`config.mk`:
```
export PLATFORM = sky130hd
export DESIGN_NAME = io_write_ctrl
export DESIGN_NICKNAME = d
export VERILOG_FILES = /design/src/rtl/io_write_ctrl.sv
export SDC_FILE = /design/constraint.sdc
export NUM_CORES = 1
export LEC_CHECK = 0
export CORE_UTILIZATION = 35
export CTS_BUF_LIST = sky130_fd_sc_hd__clkbuf_8
export CTS_CLUSTER_DIAMETER = 50
export CTS_CLUSTER_SIZE = 16
export DETAILED_ROUTE_END_ITERATION = 6
export PLACE_DENSITY = 0.67
export REMOVE_ABC_BUFFERS = 1
export SYNTH_ARGS = -nofsm -noshare
export SYNTH_HDL_FRONTEND = slang
export SYNTH_SLANG_ARGS = --single-unit
```
`constraint.sdc`:
```
create_clock -name clk -period 6.15 [get_ports clk]
set_clock_uncertainty 0.15 [all_clocks]
set_input_delay 1.845 -clock clk [delete_from_list [all_inputs] [get_ports clk]]
set_output_delay 1.845 -clock clk [all_outputs]
set_load 0.005 [all_outputs]
```
`src/rtl/io_write_ctrl.sv`:
```
// rtl/io_write_ctrl.sv - LED/7-seg output register block with scanned hex display (option: SEG_ZERO_BLANK_EN)
module io_write_ctrl #(
    parameter int SCAN_DIV   = 100000,
    parameter int NUM_DIGITS = 8
) (
    input  logic        clk,
    input  logic        reset,
    input  logic        iow,
    input  logic        ledctrl,
    input  logic        segctrl,
    input  logic        addr_half,
    input  logic [15:0] iowrite_data,
    output logic [15:0] led,
    output logic [7:0]  seg_an,
    output logic [7:0]  seg_cathode
);

    localparam int              CW      = (SCAN_DIV > 1) ? $clog2(SCAN_DIV) : 1;
    localparam logic [CW-1:0]   DIV_MAX = CW'(SCAN_DIV - 1);
    localparam logic [2:0]      DIG_MAX = 3'(NUM_DIGITS - 1);

    logic [31:0]   seg_val;
    logic [CW-1:0] div_cnt;
    logic [2:0]    digit_idx;
    logic [3:0]    nibble;
    logic          blank;
    logic [7:0]    cathode_next;

    // Segment pattern {g,f,e,d,c,b,a}, active-low
    function automatic logic [6:0] hex7(input logic [3:0] v);
        case (v)
            4'h0: hex7 = 7'h40;
            4'h1: hex7 = 7'h79;
            4'h2: hex7 = 7'h24;
            4'h3: hex7 = 7'h30;
            4'h4: hex7 = 7'h19;
            4'h5: hex7 = 7'h12;
            4'h6: hex7 = 7'h02;
            4'h7: hex7 = 7'h78;
            4'h8: hex7 = 7'h00;
            4'h9: hex7 = 7'h10;
            4'hA: hex7 = 7'h08;
            4'hB: hex7 = 7'h03;
            4'hC: hex7 = 7'h46;
            4'hD: hex7 = 7'h21;
            4'hE: hex7 = 7'h06;
            default: hex7 = 7'h0E;
        endcase
    endfunction

    always_comb begin
        nibble = seg_val[{digit_idx, 2'b00} +: 4];
`ifdef SEG_ZERO_BLANK_EN
        // Blank a digit when it and everything above it are zero; digit 0 always shows
        blank = (digit_idx != 3'd0) && ((seg_val >> {digit_idx, 2'b00}) == 32'h0);
`else
        blank = 1'b0;
`endif
        cathode_next = blank ? 8'hFF : {1'b1, hex7(nibble)};
    end

    always_ff @(posedge clk) begin
        if (!reset) begin
            led         <= 16'h0;
            seg_val     <= 32'h0;
            div_cnt     <= '0;
            digit_idx   <= 3'd0;
            seg_an      <= 8'hFF;
            seg_cathode <= 8'hFF;
        end else begin
            if (iow && ledctrl)
                led <= iowrite_data;
            if (iow && segctrl) begin
                if (addr_half)
                    seg_val[31:16] <= iowrite_data;
                else
                    seg_val[15:0] <= iowrite_data;
            end
            // Scan runs freely; CPU writes never disturb it
            if (div_cnt == DIV_MAX) begin
                div_cnt   <= '0;
                digit_idx <= (digit_idx == DIG_MAX) ? 3'd0 : digit_idx + 3'd1;
            end else begin
                div_cnt <= div_cnt + 1'b1;
            end
            seg_an      <= ~(8'b1 << digit_idx);
            seg_cathode <= cathode_next;
        end
    end

endmodule

```
## Word-level counts from Yosys, hierarchy flattened

Memories as Yosys holds them, arrays and structs flattened. A register that Yosys moved wholly into a read port is not among the register bits.
Cells that the tools add are included.

| word-level totals | value |
|---|---|
| ROM bits | 112 |
| memories | 1 |
| logic and storage cells | 24 |
| output and inout port bits | 32 |
| input bits | 22 |
| bits in registers | 77 |

| operators by class | value |
|---|---|
| shift-type cells | 2 |
| bitwise logic cells | 3 |
| equal/unequal tests | 2 |
| reductions and logical operators | 6 |
| mux-type cells | 1 |
| add/sub/neg operators | 2 |

Memory list:

| name | depth | bits a word | read ports | clocked after memory_dff | wr ports | line | RTL |
|---|---|---|---|---|---|---|---|
| (no name shown) | 16 | 7 | 1 | 1 | 0 | 31 | `case (v)` |

Operators by type and width:

| cell | number |
|---|---|
| 32-bit by 6-bit indexed part select with 4-bit output | 1 |
| 17-bit by 1-bit adder with 17-bit output (second input constant) | 1 |
| 17-bit equality test (second input constant) | 1 |
| 8-bit NOT | 1 |
| 1-bit by 3-bit << shifter with 8-bit output (first input constant) | 1 |
| 2-bit AND reduction | 2 |
| 3-bit by 1-bit adder with 3-bit output (second input constant) | 1 |
| 3-bit equality test (second input constant) | 1 |
| 3-bit 2-to-1 mux | 1 |
| 1-bit logical AND | 2 |
| 1-bit NOT | 2 |
| 2-bit OR reduction | 1 |
| 1-bit logical NOT | 1 |

## Logic depth before layout (Yosys ltp)

Gate-level depths: netlist of the first run.

| depth | value |
|---|---|
| depth in word-level cells | 2 |
| mapped depth | 8 |
| depth with buffers taken out | 7 |

## Worst setup path before layout of the first run

OpenSTA, ideal clock, no wires.

| timing path | value |
|---|---|
| kind | input to register |
| start | input port segctrl |
| end | register seg_val[13] |
| stages | 6 |
| data required time | 5868 ps |
| setup slack | 3237 ps |
| path buffers | 2 |
| data arrival time | 2630 ps |
| cell sequence | nand2_1 or2_2 clkbuf_1 clkbuf_1 nand2_1 a21oi_1 |

| on the way | value |
|---|---|
| longest elaborated chain between the ends | 2 |

Ends and longest elaborated chain:

| what | line | RTL |
|---|---|---|
| from (decl) | 10 | `input logic segctrl,` |
| 1-bit logical AND | 73 | `if (iow && segctrl) begin` |
| 2-bit AND reduction (no line) | -- |  |
| to (signal assigned) | 77 | `seg_val[15:0] <= iowrite_data;` |
| to (decl) | 22 | `logic [31:0] seg_val;` |

No other way between the ends.
A chain may end at the register's enable or synchronous reset.

==> impl_metrics.tcl, run 1 <==
set metrics [dict create \
    final.setup.tns_ns 0 \
    antenna_cells_inserted 0 \
    setup_viol 0 \
    result_of_the_run "complete, no violations" \
    num_vias 2802 \
    placedCellCount 569 \
    synth.ff_latch_count 83 \
    groute.usage.overall 0.148 \
    clockRootBuffer "sky130_fd_sc_hd__clkbuf_8" \
    final-max-slew-violation-count 0 \
    cts.clk_slew.worst_paths_ns 0.09 \
    prevailing_post_synth_register_cell "sky130_fd_sc_hd__dfxtp_1" \
    setup.worst_path.end_class "flop" \
    drt_first_pass_iters 4 \
    tightest_slew_ns 1.06 \
    die_width_um 102 \
    power_density_over_the_cells_nw_per_um2 254 \
    drtAntennaViolNets 0 \
    critical_path_cell_count 5 \
    kind_of_launch_point_of_the_worst_setup_path "input port" \
    routed_via_density 4.79 \
    seq_area_frac_synth 0.478 \
    cts_htree_levels 3 \
    cts_tree "done" \
    critical_path.top_delay_family "buffers and inverters" \
    placementRows 36 \
    netlist_area_um2 3480 \
    grt.overflow.total 0 \
    critical_path.n_buffers_inverters 3 \
    rsz0062_at_grt "no" \
    netlist-cell-type-count 44 \
    fin_crit_sh 0.608 \
    totalPowerFinal_mw 1.09 \
    initial_core_util 0.359 \
    ios 54 \
    drc_errors 0 \
    crit_path_slowest_cell "sky130_fd_sc_hd__inv_1" \
    power.share.switching 0.238 \
    path_class "input port to flop" \
    number_of_global_route_vias_before_repair 2602 \
    ys.warnings.count 0 \
    detail_route.iter0.violations 130 \
    dp_hpwl_um 5060 \
    synthesis.instances 406 \
    p_sw_mw 0.260 \
    worst_hold_path.num_cells 1 \
    achievable-frequency_mhz 267 \
    timing.slew.headroom 0.288 \
    r2r.worst_path.cells 7 \
    post_layout_instance_count_excluding_filler_cells 585 \
    net_count_of_the_finished_layout 482 \
    synth_enable_flop_cells 0 \
    worst_skew_pair.late_latency_ns 0.35 \
    intPower_mw 0.833 \
    design.die.area_um2 10300 \
    worst-path-max-fanout 30 \
    area_growth_pct 23.7 \
    synth-async-reset-ratio 0 \
    vdd.ir_drop.worst_mv 0.146 \
    crit_path_time_final_ns 3.74 \
    max_cap_viol_count 0 \
    crit_chain "clkdlybuf4s50_1 > inv_1 > buf_4 > nor2_1 > nand2_1" \
    maximum_number_of_pins_on_one_net_before_global_route_repair 31 \
    clk_buf_depth 2 \
    seq_power_share 0.514 \
    cts_setup_buffers 0 \
    grt_pass1_wl_um 12000 \
    syn_area_per_cell_um2 8.56 \
    numCtsBuffers 9 \
    max_stage_delay_ns 0.75 \
    numClockSinks 83 \
    postCtsHoldBufs 0 \
    detail_route.wirelength_um 7230 \
    cts_resized 0 \
    layout-drive-gt1-share 0.0730 \
    detail_route.wl_per_cell_um 12.4 \
    leakage_nw 1.55 \
    post-route-util 0.444 \
    core_um2 9680 \
    hold_viol_final 0 \
    fill_cells 971 \
    critPathArrivalTime_ns 3.88 \
    antenna_violations_before_repair 0 \
    vertical_die_dimension_um 102 \
    hp-class "flop to flop" \
    required_ns 6.29 \
    pwr-share-clk 0.409 \
    gpl.final_weighted_congestion 0.817 \
    combPwrFrac 0.077 \
    portBuffers 52 \
]
-- final cells by class --
| cell class | instances | area (um^2) | share of cell area |
|---|---|---|---|
| Sequential cell | 83 | 1660 | 0.386 |
| Clock inverter | 7 | 106 | 0.0247 |
| Tap cell | 133 | 166 | 0.0387 |
| Multi-Input combinational cell | 290 | 1680 | 0.390 |
| Inverter | 10 | 37.5 | 0.00872 |
| Timing Repair Buffer | 53 | 528 | 0.123 |
| Clock buffer | 9 | 124 | 0.0288 |
-- layer usage --
metal	wire length [um]	global-route usage	vias to the layer above
met3	348	0.0317	9
met4	103	0.0569	0
met2	3300	0.239	68
met5	0	0	-
li1	-	-	1434
met1	3480	0.193	1291
-- worst paths after layout --
check,start,to,slack (ns)
max reg2reg,digit_idx[0],seg_cathode[3],2.78
max,reset,seg_an[1],2.41
min,div_cnt[0],div_cnt[0],0.30
min reg2reg,div_cnt[0],div_cnt[0],0.30
-- power by group through the flow --
stage	Sequential [mW]	Combinational (mW)	Clock (mW)
after detailed placement	0.575	0.0845	0
final	0.562	0.0841	0.447
after global placement	0.574	0.0830	0
after floorplan	0.574	0.0369	0
after global routing	0.564	0.0932	0.485
after CTS	0.562	0.0849	0.461
-- worst register-to-register path, cell delays in order, from the launching register on --
cell                        delay (ns)
sky130_fd_sc_hd__dfxtp_1          0.84
sky130_fd_sc_hd__mux4_2           0.59
sky130_fd_sc_hd__mux2i_1          0.55
sky130_fd_sc_hd__inv_1            0.20
sky130_fd_sc_hd__ha_1             0.24
sky130_fd_sc_hd__a21boi_0         0.14
sky130_fd_sc_hd__a2111oi_0        0.46
sky130_fd_sc_hd__a31oi_1          0.07
-- placed cells by master, fill, tap and decap left out, types with 4 or more instances in the layout --
| master | count |
|---|---|
| sky130_fd_sc_hd__mux4_2 | 6 |
| sky130_fd_sc_hd__nor2_1 | 25 |
| sky130_fd_sc_hd__clkdlybuf4s50_1 | 52 |
| sky130_fd_sc_hd__nand3_1 | 7 |
| sky130_fd_sc_hd__nand2_1 | 115 |
| sky130_fd_sc_hd__a21oi_1 | 52 |
| sky130_fd_sc_hd__mux2i_1 | 5 |
| sky130_fd_sc_hd__nand4_1 | 5 |
| sky130_fd_sc_hd__xor2_1 | 4 |
| sky130_fd_sc_hd__and3_1 | 7 |
| sky130_fd_sc_hd__clkbuf_8 | 9 |
| sky130_fd_sc_hd__dfxtp_1 | 83 |
| sky130_fd_sc_hd__xnor2_1 | 11 |
| sky130_fd_sc_hd__inv_1 | 10 |
| sky130_fd_sc_hd__ha_1 | 13 |
-- kinds of logic after synthesis --
group	Yosys count	share of synthesized area
compound gates	68	0.109
xor+xnor	15	0.0378
fa+ha+maj	13	0.0468
buf+inv	33	0.0392
flops	83	0.478
mux	14	0.0637
other cells	1	0.00108
simple gates	179	0.224
-- registers in the layout, summed over array words and instances, names as in the netlist --
| signal | cells |
|---|---|
| seg_val | 32 |
| div_cnt | 17 |
| led | 16 |
| seg_an | 8 |
| seg_cathode | 7 |
| digit_idx | 3 |
-- stage by stage --
step | hold WS (ns) | worst slack, ns | area, um^2
2_1_floorplan | 0.263 | 2.86 | 3380
3_3_place_gp | 0.271 | 2.11 | 4070
3_5_place_dp | 0.284 | 2.07 | 4070
4_1_cts | 0.301 | 2.43 | 4300
5_1_grt | 0.333 | 2.27 | 4300
6_report | 0.303 | 2.41 | 4300
-- synth_stat cells, types with 3 or more instances --
| master | count | share of area |
|---|---|---|
| sky130_fd_sc_hd__nand3_1 | 7 | 0.010 |
| sky130_fd_sc_hd__nor2_1 | 25 | 0.027 |
| sky130_fd_sc_hd__and3_1 | 7 | 0.013 |
| sky130_fd_sc_hd__xnor2_1 | 11 | 0.028 |
| sky130_fd_sc_hd__nand2_1 | 115 | 0.12 |
| sky130_fd_sc_hd__mux2i_1 | 5 | 0.014 |
| sky130_fd_sc_hd__o21ai_0 | 3 | 0.0043 |
| sky130_fd_sc_hd__a31oi_1 | 3 | 0.0054 |
| sky130_fd_sc_hd__nand4_1 | 5 | 0.0090 |
| sky130_fd_sc_hd__inv_1 | 10 | 0.011 |
| sky130_fd_sc_hd__ha_1 | 13 | 0.047 |
| sky130_fd_sc_hd__nor2b_1 | 3 | 0.0054 |
| sky130_fd_sc_hd__dfxtp_1 | 83 | 0.48 |
| sky130_fd_sc_hd__mux4_2 | 6 | 0.039 |
| sky130_fd_sc_hd__clkbuf_1 | 13 | 0.014 |
| sky130_fd_sc_hd__buf_1 | 4 | 0.0043 |
| sky130_fd_sc_hd__a21oi_1 | 52 | 0.075 |
| sky130_fd_sc_hd__buf_2 | 4 | 0.0058 |
| sky130_fd_sc_hd__xor2_1 | 4 | 0.010 |
Note: power is estimated with default switching activity, not from simulation.
==> run 2, diff against run 1 <==
Clock period 6.15 ns to 3.7 ns, I/O delays scaled along.
==> impl_metrics.tcl, run 2 (synthesis gave the netlist of run 1 again) <==
set metrics [dict create \
    result_of_the_run "complete, no violations" \
    setup.worst_path.end_class "flop" \
    ios 54 \
    detail_route.wirelength_um 7050 \
    placementRows 36 \
    initial_core_util 0.359 \
    rsz0062_at_grt "no" \
    grt_pass1_wl_um 12200 \
    number_of_global_route_vias_before_repair 2678 \
    setup_viol 0 \
    final.setup.tns_ns 0 \
    worst_skew_pair.late_latency_ns 0.35 \
    gr-usage-met2 0.242 \
    core_um2 9680 \
    max_cap_viol_count 0 \
    design.die.area_um2 10300 \
    numClockSinks 83 \
    groute.usage.overall 0.151 \
    kind_of_launch_point_of_the_worst_setup_path "flop" \
    final-max-slew-violation-count 0 \
    cts_setup_buffers 0 \
    power_density_over_the_cells_nw_per_um2 393 \
    required_ns 3.77 \
    cts.clk_slew.worst_paths_ns 0.09 \
    area_growth_pct 23.5 \
    net_count_of_the_finished_layout 487 \
    totalPowerFinal_mw 1.69 \
    grt.overflow.total 0 \
    layout-drive-gt1-share 0.0789 \
    largest-register "seg_val" \
    layout_top_registers "seg_val: 32 flops, div_cnt: 17 flops, led: 16 flops" \
    antenna_violations_before_repair 0 \
    grt_util_met3 0.0373 \
    drt_first_pass_iters 4 \
    drc_errors 0 \
    max_ffs_per_register 32 \
    mostFrequentLayoutCell "sky130_fd_sc_hd__nand2_1" \
    hp-class "flop to flop" \
    maximum_number_of_pins_on_one_net_before_global_route_repair 53 \
    num_vias 2825 \
    mostFrequentLayoutCells "sky130_fd_sc_hd__nand2_1, sky130_fd_sc_hd__dfxtp_1, sky130_fd_sc_hd__a21oi_1, sky130_fd_sc_hd__clkdlybuf4s50_1, sky130_fd_sc_hd__nor2_1" \
    layer_carrying_the_most_global_route_usage "met2" \
    tightest_slew_ns 0.638 \
    worst-path-max-fanout 6 \
    dp_hpwl_um 4920 \
    cts_tree "done" \
    post-route-util 0.443 \
    leakage_nw 1.55 \
    hold_path.startpoint "div_cnt[0]" \
    gpl.final_weighted_congestion 0.783 \
    detail_route.wl_per_cell_um 12.0 \
    die_width_um 102 \
    cp-startpoint "digit_idx[0]" \
    cts_resized 0 \
    vdd.ir_drop.worst_mv 0.192 \
    crit_path_time_final_ns 2.85 \
    global_route.usage.met1 0.198 \
    postCtsHoldBufs 0 \
    vertical_die_dimension_um 102 \
    timing.slew.headroom 0.562 \
    cts_htree_levels 3 \
    achievable-frequency_mhz 351 \
    numCtsBuffers 9 \
    clockRootBuffer "sky130_fd_sc_hd__clkbuf_8" \
    drtAntennaViolNets 0 \
    detail_route.iter0.violations 130 \
    routed_via_density 4.80 \
    antenna_cells_inserted 0 \
    critPathArrivalTime_ns 2.93 \
    timing.rr.start "digit_idx[0]" \
    fin_crit_sh 0.771 \
    portBuffers 52 \
    hold_viol_final 0 \
    clk_buf_depth 2 \
    path_class "flop to flop" \
]
-- run 2: changes by cell type in the layout (fill, tap and decap cells not counted), moves of 2 or more --
cell,before,now
sky130_fd_sc_hd__clkinvlp_4,0,2
sky130_fd_sc_hd__clkinv_2,0,2
sky130_fd_sc_hd__buf_4,1,6
sky130_fd_sc_hd__inv_6,3,0
-- run 2: per-layer routing --
layer  up-vias  wire (um)  part of all wire
li1       1446          -                 -
met1      1314       3350              0.48
met2        57       3320              0.47
met3         8        289             0.041
met4         0         85             0.012
met5         -          0                 0
-- run 2: stage by stage --
stage / area, um^2 / hold WS [ns] / setup slack, ns / std cells
after floorplan: 3380 / 0.263 / 0.936 / 383
after global placement: 4110 / 0.272 / 0.885 / 574
after detailed placement: 4110 / 0.282 / 0.874 / 574
after CTS: 4290 / 0.293 / 0.837 / 589
after global routing: 4290 / 0.326 / 0.591 / 589
final: 4290 / 0.290 / 0.848 / 589
-- run 2: final cells by class --
cell class	count	area (um^2)
Clock inverter	6	58.8
Clock buffer	9	124
Inverter	10	37.5
Sequential cell	83	1660
Multi-Input combinational cell	290	1680
Fill cell	959	5390
Tap cell	133	166
Timing Repair Buffer	58	566
-- run 2: worst max-delay path, cell delays in order, from the launching register on --
cell                        delay (ns)
sky130_fd_sc_hd__dfxtp_1          0.44
sky130_fd_sc_hd__mux4_2           0.53
sky130_fd_sc_hd__mux2i_1          0.53
sky130_fd_sc_hd__inv_1            0.18
sky130_fd_sc_hd__ha_1             0.24
sky130_fd_sc_hd__a21boi_0         0.15
sky130_fd_sc_hd__a2111oi_0        0.42
sky130_fd_sc_hd__a31oi_1          0.08
-- run 2: worst paths after layout --
| path | to | slack [ns] | depth (start not counted) |
|---|---|---|---|
| setup / recovery | seg_cathode[3] | 0.85 | 7 |
| hold reg to reg | div_cnt[0] | 0.29 | 1 |
| hold / removal | div_cnt[0] | 0.29 | 1 |
| setup reg to reg | seg_cathode[3] | 0.85 | 7 |
-- run 2: where the power goes --
| group | internal (mW) | switching, mW | total [mW] | leakage, nW |
|---|---|---|---|---|
| Combinational | 0.0717 | 0.0692 | 0.141 | 0.781 |
| Sequential | 0.921 | 0.0125 | 0.934 | 0.676 |
| Clock | 0.303 | 0.311 | 0.614 | 0.0923 |
| Total | 1.30 | 0.393 | 1.69 | 1.55 |
